[src/rtl/fsm_par_framer.sv]
// fsm_par_framer: frames a byte stream into header / parity-tagged data / checksum trailer words
module fsm_par_framer #(
    parameter int PKT_LEN = 4,
    parameter int TIMEOUT = 8
) (
    input  logic        clk,
    input  logic        reset,
    input  logic [7:0]  data_in,
    input  logic        data_valid,
    output logic        data_ready,
    output logic [15:0] bus_data_out,
    output logic        bus_valid,
    output logic [1:0]  state,
    output logic        error
);
    typedef enum logic [1:0] {IDLE = 2'd0, DATA = 2'd1, TRAILER = 2'd2, ABORT = 2'd3} state_t;

    localparam logic [3:0] LEN     = 4'(PKT_LEN);
    localparam logic [3:0] LAST    = 4'(PKT_LEN - 1);
    localparam logic [7:0] TO_LAST = 8'(TIMEOUT - 1);

    state_t      st, st_nx;
    logic [3:0]  seq, seq_nx, cnt, cnt_nx;
    logic [7:0]  csum, csum_nx, stall, stall_nx;
    logic [15:0] bus_nx;
    logic        valid_nx, err_nx, accept;

    assign data_ready = (st == DATA);
    assign accept     = data_valid & data_ready;
    assign state      = st;

    // state register
    always_ff @(posedge clk or negedge reset) begin
        if (!reset) st <= IDLE;
        else        st <= st_nx;
    end

    // next-state: a stalled DATA state gives up after TIMEOUT consecutive idle edges
    always_comb begin
        st_nx = st;
        case (st)
            IDLE:    st_nx = data_valid ? DATA : IDLE;
            DATA:    st_nx = accept ? ((cnt == LAST) ? TRAILER : DATA)
                                    : ((stall == TO_LAST) ? ABORT : DATA);
            default: st_nx = IDLE;
        endcase
    end

    // output / datapath next values; bus defaults to an empty bubble
    always_comb begin
        bus_nx   = '0;
        valid_nx = 1'b0;
        err_nx   = error;
        seq_nx   = seq;
        cnt_nx   = cnt;
        csum_nx  = csum;
        stall_nx = stall;
        case (st)
            IDLE: if (data_valid) begin
                bus_nx   = {4'hA, seq, 4'h0, LEN};
                valid_nx = 1'b1;
                err_nx   = 1'b0;
                cnt_nx   = '0;
                csum_nx  = '0;
                stall_nx = '0;
            end
            DATA: if (accept) begin
                bus_nx   = {4'h5, 3'b000, ^data_in, data_in};
                valid_nx = 1'b1;
                csum_nx  = csum + data_in;
                cnt_nx   = cnt + 4'd1;
                stall_nx = '0;
            end else begin
                stall_nx = stall + 8'd1;
            end
            TRAILER: begin
                bus_nx   = {4'hE, seq, csum};
                valid_nx = 1'b1;
                seq_nx   = seq + 4'd1;
            end
            default: begin
                bus_nx   = {4'hB, seq, 8'hFF};
                valid_nx = 1'b1;
                err_nx   = 1'b1;
                seq_nx   = seq + 4'd1;
            end
        endcase
    end

    // registered outputs and packet bookkeeping
    always_ff @(posedge clk or negedge reset) begin
        if (!reset) begin
            bus_data_out <= '0;
            bus_valid    <= 1'b0;
            error        <= 1'b0;
            seq          <= '0;
            cnt          <= '0;
            csum         <= '0;
            stall        <= '0;
        end else begin
            bus_data_out <= bus_nx;
            bus_valid    <= valid_nx;
            error        <= err_nx;
            seq          <= seq_nx;
            cnt          <= cnt_nx;
            csum         <= csum_nx;
            stall        <= stall_nx;
        end
    end
endmodule

[config.mk]
export PLATFORM = sky130hd
export DESIGN_NAME = fsm_par_framer
export DESIGN_NICKNAME = d
export VERILOG_FILES = /design/src/rtl/fsm_par_framer.sv
export SDC_FILE = /design/constraint.sdc
export NUM_CORES = 1
export LEC_CHECK = 0
export ABC_AREA = 1
export BUFFER_PORTS_ARGS = -buffer_cell sky130_fd_sc_hd__buf_2
export CAP_MARGIN = 30
export CORE_MARGIN = 2
export CORE_UTILIZATION = 55
export CTS_CLUSTER_SIZE = 25
export DETAILED_ROUTE_END_ITERATION = 16
export GPL_ROUTABILITY_DRIVEN = 1
export HOLD_SLACK_MARGIN = 0.06
export PLACE_DENSITY_LB_ADDON = 0.1
export SYNTH_ARGS = -nofsm -noshare
export SYNTH_HDL_FRONTEND = slang
export SYNTH_SLANG_ARGS = --single-unit
[constraint.sdc]
create_clock -name clk -period 2.3 [get_ports clk]
set_input_delay 0.46 -clock clk [delete_from_list [all_inputs] [get_ports clk]]
set_output_delay 0.46 -clock clk [all_outputs]
set_load 0.05 [all_outputs]
==> impl_metrics.json <==
{
  "finish.cell_count_without_fillers": 384,
  "synth.cell_area_sq_um": 2370,
  "synthesis.nets": 323,
  "die_outline_height_um": 69.7,
  "clockRootBuffer": "sky130_fd_sc_hd__clkbuf_8",
  "setup_violations": 0,
  "run_status": "complete, no violations",
  "synthesis.instances": 297,
  "ys_seq_elements": 43,
  "clock_skew_ns": 0.00669,
  "critical_path.max_stage_delay_ns": 0.45,
  "worst_setup_path_start_kind": "flip-flop",
  "drt_iter0_markers": 139,
  "worstMarginPinSlew_ns": 0.544,
  "detail-route-antenna-nets": 0,
  "critical_path.top_delay_family": "flip-flops",
  "final_layout_size_suffix_gt1_share_pct": 15.6,
  "route.detailed.wl_per_inst_um": 12.4,
  "seq_area_frac_synth_pct": 45.4,
  "syn_to_final_growth_pct": 12.6,
  "via_count_of_the_first_global_routing_pass": 1836,
  "antennaDiodeCount": 0,
  "holdWs_ns": 0.206,
  "final_hold_violating_endpoints": 0,
  "vias_per_cell": 5.09,
  "crit_path_end": "data_ready",
  "cts-buffers-inserted": 5,
  "first_pass_iters": 4,
  "regArea_sq_um": 1080,
  "remaining_routing_drc_violations": 0,
  "most_frequent_cells_in_the_layout": "sky130_fd_sc_hd__nand2_1, sky130_fd_sc_hd__inv_1, sky130_fd_sc_hd__dfrtp_1, sky130_fd_sc_hd__buf_2, sky130_fd_sc_hd__nor2_1",
  "worstPathMaxFanout": 7,
  "core_sq_um": 4090,
  "timing.setup.critical_path_class": "flip-flop to primary output",
  "initial_antenna_violation_count": 0,
  "cts_sink_cnt": 43,
  "worstPathBufferInverterCount": 2,
  "setup-tns-final_ns": 0,
  "post_cts_buffers": 0,
  "final_common_cell": "sky130_fd_sc_hd__nand2_1",
  "timing.critical_path.arrival_ns": 1.41,
  "slew_violations": 0,
  "fillCellCount": 357,
  "grtUsageTotal_pct": 21.5,
  "global_route_wire_length_before_repair_um": 8400,
  "cp-end-kind": "primary output",
  "mean_syn_cell_area_sq_um": 7.98,
  "final.min_clock_period_ns": 1.87,
  "synth_cell_type_count": 30,
  "rr_endpoint": "cnt[3]",
  "clock_insertion_delay_worst_skew_ns": 0.31,
  "tritoncts": "yes",
  "die_area_sq_um": 4850,
  "dp_worst_setup_slack_ns": 0.521,
  "fin_crit_sh_pct": 81.4,
  "layout_setup_ws_ns": 0.427,
  "gr-total-overflow": 0,
  "grt_max_degree": 44,
  "route.final.wire_length_um": 4780,
  "multi_input_area_sq_um": 1080,
  "pwr_density_cell_nw_per_um2": 1240,
  "portBuffers": 31,
  "detailed_route_via_count": 1955,
  "max_cap_violations": 0,
  "fin_util_pct": 65.3,
  "initial_core_util_pct": 58.0,
  "cp_data_required_time_ns": 1.84,
  "ir_drop_mv": 0.680,
  "cts_resized": 0,
  "place.detailed.instances": 376,
  "critPathLaunch": "state[1]",
  "max_slew_margin_pct": 63.7,
  "cts.htree.levels": 2,
  "final_nets": 359,
  "dieWidth_um": 69.7,
  "max-clock-path-buffers": 2,
  "clock.fmax_mhz": 534,
  "critical-path-slowest-cell": "sky130_fd_sc_hd__dfrtp_1",
  "worst_r2r_startpoint": "state[1]",
  "detailedPlacementHpwl_um": 3550,
  "rsz0062_at_grt": "no",
  "rrSetupSlack_ns": 0.54,
  "worst-path-stages": 3,
  "hold_buffers": 0,
  "worst-r2r-cell-count": 8,
  "place_congestion": 0.843,
  "clkSlewWorstSetupHoldPaths_ns": 0.09,
  "placementRows": 23,
  "hold_path.class": "input port to async pin",
  "synth-warning-count": 0,
  "power.static_leakage_nw": 1.53,
  "ioPinCount": 32,
  "crit_path_cells": "inv_1 > ha_1 > buf_2"
}
## flip-flops by register name (all words and copies together), names as in the netlist
name,cells
cnt,4
state,2
error,1
csum,8
bus_valid,1
seq,4
stall,8
bus_data_out,15
## cell type report
class | count | area share [%]
Tap cell | 50 | 2.34
Timing Repair Buffer | 32 | 6.09
Inverter | 51 | 7.22
Sequential cell | 43 | 40.3
Multi-Input combinational cell | 200 | 40.5
Clock inverter | 3 | 0.937
Clock buffer | 5 | 2.58
## cells in the mapped netlist, drive strengths merged
master / n / area (sq um)
nand4: 4 / 25.0
and2: 1 / 6.26
nand3: 16 / 80.1
xnor2: 3 / 26.3
o211ai: 1 / 7.51
o22ai: 2 / 12.5
dfrtp: 43 / 1080
nand2: 95 / 382
mux2: 1 / 15.0
o221ai: 4 / 35.0
clkinv: 1 / 5.00
fa: 1 / 20.0
xor2: 2 / 17.5
nor3: 3 / 15.0
a221o: 2 / 20.0
o21ai: 21 / 105
ha: 14 / 175
buf: 3 / 20.0
o21bai: 1 / 7.51
inv: 50 / 188
a22o: 1 / 8.76
nor2: 18 / 70.1
a21oi: 10 / 53.8
## where the power goes
| part | leakage, nW | total, W | switching [W] | internal [W] |
|---|---|---|---|---|
| clock network | 0.0443 | 0.000504 | 0.000287 | 0.000217 |
| registers | 0.550 | 0.00118 | 0.000166 | 0.00101 |
| logic | 0.936 | 0.00163 | 0.00114 | 0.000496 |
## worst min-delay path by stage
stage | from | to | slack [ns]
final | reset | csum[3] | 0.21
after global routing | reset | csum[3] | 0.27
after CTS | reset | csum[3] | 0.24
after detailed placement | seq[3] | seq[3] | 0.47
after global placement | seq[3] | seq[3] | 0.46
after floorplan | reset | bus_data_out[0] | 0.16
## layer usage
metal / routed length (um) / global-route usage (%)
met4: 62 / 7.26
met5: 0 / 0
met2: 2190 / 33.8
met1: 2290 / 29.7
met3: 235 / 4.80
## logic make-up (layout without fill, tap and decap cells)
logic type | count (synthesis) | count (layout) | synth area share [%]
and+or+nand+nor | 137 | 137 | 24.4
buffers and inverters | 54 | 91 | 8.97
DFF | 43 | 43 | 45.4
AOI/OAI and AO/OA | 42 | 42 | 10.6
adders and majority gates | 15 | 15 | 8.23
xor gates and xnor gates | 5 | 5 | 1.85
muxes | 1 | 1 | 0.633
## through the flow
stage	total power [W]	instance area (sq um)
global route	0.00357	2670
detailed placement	0.00283	2580
global placement	0.00279	2580
CTS	0.00334	2670
floorplan	0.00247	2370
finish	0.00332	2670
Power figures use the tool's default switching activity.
